<file path="src/rtl/if_fetch_unit.sv">
// Instruction-fetch stage: owns the PC, issues in-order word fetches, buffers returned words
// and hands {instr, pc} to decode. Optional misaligned-redirect fault via IF_MISALIGN_CHECK_EN.
module if_fetch_unit #(
    parameter logic [31:0] RESET_PC  = 32'h0000_0000,
    parameter int          DEPTH     = 2,
    parameter logic [31:0] NOP_INSTR = 32'h0000_0013
) (
    input  logic        clk,
    input  logic        rst,
    output logic        imem_req_valid,
    input  logic        imem_req_ready,
    output logic [31:0] imem_req_addr,
    input  logic        imem_rsp_valid,
    input  logic [31:0] imem_rsp_data,
    input  logic        redirect_valid,
    input  logic [31:0] redirect_pc,
    output logic        id_valid,
    input  logic        id_ready,
    output logic [31:0] id_instr,
    output logic [31:0] id_pc,
    output logic        id_fault
);

    localparam int PW = $clog2(DEPTH);
    localparam int CW = $clog2(DEPTH) + 1;

`ifdef IF_MISALIGN_CHECK_EN
    localparam bit MISALIGN_EN = 1'b1;
`else
    localparam bit MISALIGN_EN = 1'b0;
`endif

    typedef enum logic [1:0] {S_BOOT, S_FETCH, S_HOLD} state_t;

    state_t          state, state_nxt;
    logic [31:0]     pc, pend_pc, fault_pc, redirect_tgt;
    logic            pend_v, fault_pend;
    logic [CW-1:0]   inflight, bufcnt, drop_cnt, credits, inflight_nxt;
    logic [31:0]     pcq [DEPTH];
    logic [31:0]     buf_data [DEPTH];
    logic [31:0]     buf_pc [DEPTH];
    logic            buf_fault [DEPTH];
    logic [PW-1:0]   pq_wr, pq_rd, b_wr, b_rd;
    logic            accept, pop, dropping, push, misalign;

    // Free credits are derived so they can never drift from the occupancy counters.
    assign credits      = CW'(DEPTH) - inflight - bufcnt;
    assign accept       = imem_req_valid & imem_req_ready;
    assign pop          = id_valid & id_ready;
    assign dropping     = imem_rsp_valid && (drop_cnt != '0);
    assign push         = imem_rsp_valid && (drop_cnt == '0) && !redirect_valid;
    assign redirect_tgt = {redirect_pc[31:2], 2'b00};
    assign misalign     = MISALIGN_EN && (redirect_pc[1:0] != 2'b00);
    assign inflight_nxt = inflight + CW'(accept) - CW'(imem_rsp_valid);

    assign imem_req_addr = pc;
    assign id_valid      = (bufcnt != '0);
    assign id_instr      = id_valid ? buf_data[b_rd] : NOP_INSTR;
    assign id_pc         = buf_pc[b_rd];
    assign id_fault      = MISALIGN_EN && id_valid && buf_fault[b_rd];

    always_comb begin
        state_nxt      = state;
        imem_req_valid = 1'b0;
        case (state)
            S_BOOT: state_nxt = S_FETCH;
            S_FETCH: begin
                imem_req_valid = (credits != '0);
                if (imem_req_valid && !imem_req_ready)
                    state_nxt = S_HOLD;
            end
            S_HOLD: begin
                imem_req_valid = 1'b1;
                if (imem_req_ready)
                    state_nxt = S_FETCH;
            end
            default: state_nxt = S_BOOT;
        endcase
    end

    always_ff @(posedge clk or posedge rst) begin
        if (rst) begin
            state      <= S_BOOT;
            pc         <= RESET_PC;
            pend_pc    <= RESET_PC;
            pend_v     <= 1'b0;
            fault_pc   <= RESET_PC;
            fault_pend <= 1'b0;
            inflight   <= '0;
            bufcnt     <= '0;
            drop_cnt   <= '0;
            pq_wr      <= '0;
            pq_rd      <= '0;
            b_wr       <= '0;
            b_rd       <= '0;
        end else begin
            state    <= state_nxt;
            inflight <= inflight_nxt;
            if (accept)
                pq_wr <= pq_wr + PW'(1);
            if (imem_rsp_valid)
                pq_rd <= pq_rd + PW'(1);

            // A request still being presented when a redirect lands must stay stable,
            // so the target is parked until that request is accepted.
            if (accept) begin
                pend_v <= 1'b0;
                if (redirect_valid)
                    pc <= redirect_tgt;
                else if (pend_v)
                    pc <= pend_pc;
                else
                    pc <= pc + 32'd4;
            end else if (redirect_valid) begin
                if (imem_req_valid) begin
                    pend_pc <= redirect_tgt;
                    pend_v  <= 1'b1;
                end else begin
                    pc <= redirect_tgt;
                end
            end

            if (redirect_valid) begin
                drop_cnt   <= inflight_nxt;
                bufcnt     <= '0;
                b_wr       <= '0;
                b_rd       <= '0;
                fault_pend <= misalign;
                fault_pc   <= redirect_pc;
            end else begin
                drop_cnt <= drop_cnt - CW'(dropping) + CW'(accept && pend_v);
                bufcnt   <= bufcnt + CW'(push) - CW'(pop);
                if (push) begin
                    b_wr       <= b_wr + PW'(1);
                    fault_pend <= 1'b0;
                end
                if (pop)
                    b_rd <= b_rd + PW'(1);
            end
        end
    end

    always_ff @(posedge clk or posedge rst) begin
        if (rst) begin
            for (int i = 0; i < DEPTH; i++) begin
                buf_pc[i]    <= RESET_PC;
                buf_fault[i] <= 1'b0;
            end
        end else if (push) begin
            buf_pc[b_wr]    <= fault_pend ? fault_pc : pcq[pq_rd];
            buf_fault[b_wr] <= fault_pend;
        end
    end

    always_ff @(posedge clk) begin
        if (push)
            buf_data[b_wr] <= imem_rsp_data;
    end

    always_ff @(posedge clk) begin
        if (accept)
            pcq[pq_wr] <= pc;
    end

endmodule

</file>
<file path="config.mk">
export PLATFORM = sky130hd
export DESIGN_NAME = if_fetch_unit
export DESIGN_NICKNAME = d
export VERILOG_FILES = /design/src/rtl/if_fetch_unit.sv
export SDC_FILE = /design/constraint.sdc
export NUM_CORES = 1
export LEC_CHECK = 0
export BUFFER_PORTS_ARGS = -buffer_cell sky130_fd_sc_hd__buf_2
export CORE_MARGIN = 5
export CORE_UTILIZATION = 39
export CTS_CLUSTER_SIZE = 20
export DETAILED_ROUTE_END_ITERATION = 8
export PLACE_DENSITY = 0.59
export SKIP_CTS_REPAIR_TIMING = 1
export SLEW_MARGIN = 25
export SYNTH_ARGS = -nofsm -noshare
export SYNTH_HDL_FRONTEND = slang
export SYNTH_SLANG_ARGS = --single-unit
</file>
<file path="constraint.sdc">
create_clock -name clk -period 5.7 [get_ports clk]
set_input_delay 1.14 -clock clk [delete_from_list [all_inputs] [get_ports clk]]
set_output_delay 1.14 -clock clk [all_outputs]
set_load 0.01 [all_outputs]
</file>
==> metrics.md, run 1 <==
| Metric | Value |
|---|---|
| Outcome | finished clean |
| Fin nets | 1135 |
| Area Growth Syn to Fin | 18.4% |
| Asr flop ratio synth | 51.8% |
| FF+latch count, synth | 257 |
| Sw frac | 34.6% |
| Unrepaired setup endpoints after global routing | no |
| Post-Synthesis Cells | 908 |
| I/O Buffers | 161 |
| Unique masters post-synth | 56 |
| Global-route wire length before repair | 40.9 mm |
| Clk_skew | 0.0146 ns |
| Seq/Total Area, Yosys | 62.7% |
| CTS max path bufs | 3 |
| Slowest stage delay, CP | 0.91 ns |
| Clk pwr share | 24.6% |
| # Max-Cap Violations | 0 |
| Max rail drop VDD | 250 uV |
| Initial Util | 39.3% |
| Combinational Power Share | 33.4% |
| Die width | 180 um |
| Root cell of the clock tree | clkbuf_16 |
| Period utilisation layout | 65.8% |
| Final WS setup | 1.95 ns |
| Final antenna-violating net count | 0 |
| Worst-margin pin slew | 0.975 ns |
| Die height | 180 um |
| CTS Buf Count | 28 |
| Critical Path Source | b_rd |
| Power per cell area | 543 mW/mm^2 |
| Seq pwr share | 42.0% |
| Mapped Area | 0.0113 sq mm |
| Worst EP arrival | 2.61 ns |
| Global route overflow | 0 |
| Layout cells sized above 1 | 27.0% |
| First-pass iteration count of the detailed router | 7 |
| Diodes inserted | 0 |
| Fillers | 2627 |
| FP Rows | 62 |
| CP max-delay cell | dfrtp_2 |
| Post-synth EDFFs | 124 |
| Hold path startpoint | buf_pc[27] |
| 1st-iter DRT viols | 408 |
| Post-place setup slack | 2.30 ns |
| Dpl cell area | 0.0124 sq mm |
| Clk slew on worst S/H paths | 0.06 ns |
| Largest net degree at the start of global routing | 93 |
| Full die area | 0.0324 sq mm |
| Post-DP HPWL | 16.6 mm |
| Worst skew pair latency | 0.54 ns |
| DRC | 0 |
| Critical Path RT | 4.56 ns |
| Tightest Hold Check Type | reg2reg |
| Reg2reg start | state[0] |
| Ports | 169 |
| Initial antenna violation count | 0 |
| WHS Path Cells | 2 |
| Power Internal | 4.73 mW |
| Core ar. | 0.0286 sq mm |
| Worst-path cell chain | buf_4 -> mux2_2 -> buf_2 |
| Post-synth top flop | dfrtp_1 |
| Max Clk Rate | 0.266 GHz |
| Vias in the first global route | 7253 |
| Setup crit end kind | output pin |
| Leakage power | 5.35 nW |
| Max-slew headroom | 35.0% |
| GR Util All Layers | 15.3% |
| Final setup vio count | 0 |
| Drt wl/cell | 17.4 um |
| CTS H-tree depth | 1 |
| GPL Wtd Cong | 0.785 |
| Total routed wirelength | 25.4 mm |
| Crit-path max FO | 32 |
| Core Util, Final | 46.6% |
| FF-to-FF path depth | 7 |
| Clk sinks | 257 |
| Slew Viols, Final | 0 |
| Fin area | 0.0133 sq mm |
| Hold Violations, Final | 0 |
| Vias | 7410 |
| CTS tree | built |
| Fin Setup TNS | 0 ns |
| Setup Crit Path Kind | reg2out |
| Vias/cell | 5.08 |
| Switch Pwr | 2.51 mW |
| Yosys warns | 0 |
| Post-route minimum period | 3.75 ns |
| Worst setup SP type | register |
| Synthesized area per cell | 12.4 sq um |
worst max-delay path: cells and delay by family (launching register included):
kind / cells / cell delay [ns]
multiplexers: 1 / 0.40
flip-flops: 1 / 0.91
buffers and inverters: 2 / 0.76
registers in the layout (all words and copies together), names as in the netlist, 2 cells and up:
signal,count
drop_cnt,2
imem_req_addr,30
pcq,60
buf_data,64
state,2
bufcnt,2
buf_pc,60
inflight,2
pend_pc,30
stage by stage:
stage | cells | power, mW | hold WS (ns)
after floorplan | 912 | 4.64 | 0.444
after global placement | 1408 | 5.47 | 0.456
after detailed placement | 1408 | 5.53 | 0.464
after CTS | 1460 | 7.34 | 0.478
after global routing | 1460 | 7.74 | 0.495
final | 1460 | 7.24 | 0.471
routing by layer:
| metal | part of all wire, % | up-vias | global-route usage [%] |
|---|---|---|---|
| li1 | - | 3575 | - |
| met1 | 49 | 3573 | 23.4 |
| met2 | 43 | 225 | 22.7 |
| met3 | 6.3 | 37 | 2.97 |
| met4 | 1.7 | 0 | 3.51 |
| met5 | 0 | - | 0 |
power by group through the flow:
stage          clock (mW)  sequential, mW  combinational [mW]
2_1_floorplan           0            2.93                1.71
3_3_place_gp            0            3.05                2.42
3_5_place_dp            0            3.07                2.46
4_1_cts              1.84            3.04                2.47
5_1_grt              1.91            3.12                2.71
6_report             1.78            3.04                2.42
final cells by class:
type                       count  area [sq um]  area share, %
multi-input combinational    568          3870           29.1
tap                          384           480           3.60
inverter                      25          96.3          0.723
clock inverter                11           136           1.02
timing repair buffer         174           907           6.81
sequential                   257          7050           52.9
clock buffer                  41           779           5.85
Yosys cell counts (2+ instances only):
library cell / n / share of area [%]
dfrtp_1: 133 / 30
edfxtp_1: 124 / 33
nor2_1: 86 / 2.9
mux2i_1: 70 / 6.2
mux2_2: 63 / 6.3
nand2_1: 63 / 2.1
a21oi_1: 56 / 2.5
o21ai_0: 47 / 2.1
clkbuf_1: 37 / 1.2
inv_1: 25 / 0.83
nand3_1: 15 / 0.67
nor4_1: 13 / 0.72
o22ai_1: 12 / 0.67
buf_1: 11 / 0.37
ha_1: 11 / 1.2
nand2b_1: 11 / 0.61
o31ai_1: 10 / 0.67
o31a_1: 9 / 0.70
xnor2_1: 9 / 0.70
a211oi_1: 8 / 0.53
buf_2: 8 / 0.36
nor2b_1: 8 / 0.44
xor2_1: 7 / 0.54
a31oi_1: 5 / 0.28
buf_4: 5 / 0.33
nand4_1: 5 / 0.28
nor3_1: 5 / 0.22
nor3b_1: 5 / 0.33
and3_1: 4 / 0.22
a21o_1: 3 / 0.20
and2_1: 3 / 0.17
o211ai_1: 3 / 0.20
or3_1: 3 / 0.17
and4_1: 2 / 0.16
o21a_1: 2 / 0.13
o221a_2: 2 / 0.20
o221ai_1: 2 / 0.16
o311ai_0: 2 / 0.16
o32a_1: 2 / 0.18
or2_2: 2 / 0.11
or4_1: 2 / 0.13
layout by cell type (no fill, tap or decap), types with 9 or more instances in the layout:
cell | netlist | layout
buf_2 | 8 | 161
dfrtp_1 | 133 | 132
edfxtp_1 | 124 | 124
nor2_1 | 86 | 84
mux2i_1 | 70 | 69
nand2_1 | 63 | 63
mux2_2 | 63 | 63
a21oi_1 | 56 | 56
o21ai_0 | 47 | 47
clkbuf_16 | 0 | 28
inv_1 | 25 | 24
nand3_1 | 15 | 15
nor4_1 | 13 | 13
o22ai_1 | 12 | 12
buf_4 | 5 | 12
nand2b_1 | 11 | 11
ha_1 | 11 | 11
o31ai_1 | 10 | 10
clkbuf_1 | 37 | 10
o31a_1 | 9 | 9
xnor2_1 | 9 | 9
final timing paths:
| path | end | slack [ns] |
|---|---|---|
| worst max-delay path | id_pc[31] | 1.95 |
| worst min register to register | buf_pc[27] | 0.47 |
| worst max register to register | pcq[0][6] | 2.73 |
| max in group asynchronous | buf_pc[17] | 3.92 |
| worst min-delay path | buf_pc[27] | 0.47 |
| min in group asynchronous | buf_pc[59] | 0.71 |
cell families (layout without fill, tap and decap cells):
kind of cell	count (synthesis)	after routing	share of synthesized area [%]
AO/OA/AOI/OAI	171	171	9.27
XOR/XNOR	17	17	1.46
adder cells (fa/ha/maj)	11	11	1.22
buffers and inverters	87	251	3.22
flip-flops	257	257	62.7
multiplexers	133	133	12.5
other	1	5	0.0333
AND/OR/NAND/NOR	231	231	9.60
Note: power is estimated with default switching activity, not from simulation.
==> inputs of run 2 (changes only) <==
--- a/config.mk
+++ b/config.mk
@@ -10,7 +10,7 @@
 export CORE_UTILIZATION = 39
 export CTS_CLUSTER_SIZE = 20
 export DETAILED_ROUTE_END_ITERATION = 8
-export PLACE_DENSITY = 0.59
+export PLACE_DENSITY = 0.61
 export SKIP_CTS_REPAIR_TIMING = 1
 export SLEW_MARGIN = 25
 export SYNTH_ARGS = -nofsm -noshare
==> constraint.sdc (replaced) <==
create_clock -name clk -period 3.34 [get_ports clk]
set_input_delay 0.668 -clock clk [delete_from_list [all_inputs] [get_ports clk]]
set_output_delay 0.668 -clock clk [all_outputs]
set_load 0.01 [all_outputs]
==> run 2 against run 1 <==
Effect of this change: count of clock-buffer cells in the layout shrank 7; sequential cell count is the same; final area grew 0.85%; worst setup slack lost 1.5 ns; register-to-register slack lost 2.0 ns; final cell count grew 0.55%; total power grew 71%; critical path type unchanged.
==> metrics.md, run 2 (same netlist as run 1, synthesis figures left out) <==
| Metric | Value |
|---|---|
| Seq pwr share | 41.9% |
| Core Util, Final | 47.0% |
| Max-slew headroom | 52.7% |
| Clk slew on worst S/H paths | 0.06 ns |
| Power per cell area | 922 mW/mm^2 |
| Sw frac | 35.0% |
| Placed insts | 1416 |
| Worst skew pair latency | 0.53 ns |
| Clk sinks | 257 |
| Die height | 180 um |
| Vias/cell | 5.06 |
| Setup Crit Path Kind | reg2out |
| Tightest Hold Check Type | in2async |
| Die width | 180 um |
| Final setup vio count | 0 |
| Fin Setup TNS | 0 ns |
| Clk_skew | 0.0119 ns |
| GR Util All Layers | 15.7% |
| Initial Util | 39.3% |
| First-pass iteration count of the detailed router | 5 |
| Ports | 169 |
| # Max-Cap Violations | 0 |
| Final antenna-violating net count | 0 |
| Fin area | 0.0134 sq mm |
| Period utilisation layout | 87.2% |
| DRC | 0 |
| Hold WS | 0.253 ns |
| GPL Wtd Cong | 0.756 |
| CTS max path bufs | 3 |
| Clk pwr share | 24.0% |
| Critical Path RT | 2.67 ns |
| Initial antenna violation count | 0 |
| Global-route wire length before repair | 42.0 mm |
| Most common cell after layout, fill and taps aside | buf_2 |
| Outcome | finished clean |
| Vias in the first global route | 7506 |
| Max rail drop VDD | 465 uV |
| Number of flip-flops in the largest register | 64 |
| Slew Viols, Final | 0 |
| Fin nets | 1143 |
| Layout cells sized above 1 | 27.9% |
| Area Growth Syn to Fin | 19.4% |
| Pwr Total | 12.4 mW |
| Diodes inserted | 0 |
| Switch Pwr | 4.34 mW |
| Hold Violations, Final | 0 |
| Full die area | 0.0324 sq mm |
| Root cell of the clock tree | clkbuf_16 |
| Post-DP HPWL | 17.3 mm |
| Post-place setup slack | 0.714 ns |
| Core ar. | 0.0286 sq mm |
| Worst setup SP type | register |
| Largest regs | buf_data (64), buf_pc (60), pcq (60) |
| Vias | 7432 |
| Unrepaired setup endpoints after global routing | no |
| Most frequent cells in the layout | 161 x buf_2, 131 x dfrtp_1, 124 x edfxtp_1 |
| Global route overflow | 0 |
| CTS tree | built |
| Combinational Power Share | 34.1% |
| Worst-margin pin slew | 0.708 ns |
| Crit-path max FO | 11 |
| Fin cells | 1468 |
| FP Rows | 62 |
| Power Internal | 8.05 mW |
| Setup crit end kind | output pin |
| Leakage power | 5.39 nW |
| I/O Buffers | 161 |
| Largest Register | buf_data |
| Final WS setup | 0.426 ns |
| Largest net degree at the start of global routing | 93 |
| Max Clk Rate | 0.343 GHz |
| Drt wl/cell | 17.6 um |
| CTS Buf Count | 28 |
| Post-route minimum period | 2.91 ns |
| Dpl cell area | 0.0125 sq mm |
| Total routed wirelength | 25.9 mm |
| CTS H-tree depth | 1 |
| 1st-iter DRT viols | 531 |
| FF-to-FF path depth | 12 |
| Worst EP arrival | 2.25 ns |
run 2: per-layer routing:
| metal | vias to the layer above | track usage [%] | routed length, um |
|---|---|---|---|
| met5 | - | 0 | 0 |
| met4 | 0 | 3.05 | 396 |
| met3 | 28 | 3.35 | 1870 |
| met2 | 250 | 23.5 | 11100 |
| met1 | 3555 | 23.9 | 12500 |
| li1 | 3599 | - | - |
run 2: worst max-delay path: stages, from the launching register on:
cell	delay, ns
dfrtp_1	0.39
inv_1	0.09
ha_1	0.27
o21a_1	0.16
o31a_1	0.40
buf_4	0.25
buf_2	0.16
run 2: final cells by class:
type	instances	area [sq um]
inverter	25	97.6
fill	2639	15200
timing repair buffer	182	1040
clock buffer	34	754
multi-input combinational	568	3870
tap	384	480
clock inverter	18	149
sequential	257	7050
run 2: path summary, 6_finish.rpt:
check,to,slack [ns],start
worst max-delay path,imem_req_valid,0.43,state[0]
worst min register to register,buf_pc[3],0.47,buf_pc[3]
max in group asynchronous,b_rd,2.41,rst
worst min-delay path,buf_pc[25],0.25,rst
min in group clk,buf_data[1][24],0.33,imem_rsp_data[24]
worst max register to register,drop_cnt[1],0.69,state[0]
run 2: power groups by stage:
stage                     combinational (mW)  sequential [mW]  clock (mW)
after floorplan                         2.92             5.01           0
after global placement                  4.22             5.20           0
after detailed placement                4.27             5.24           0
after CTS                               4.30             5.19        3.08
after global routing                    4.69             5.34        3.22
final                                   4.22             5.19        2.98
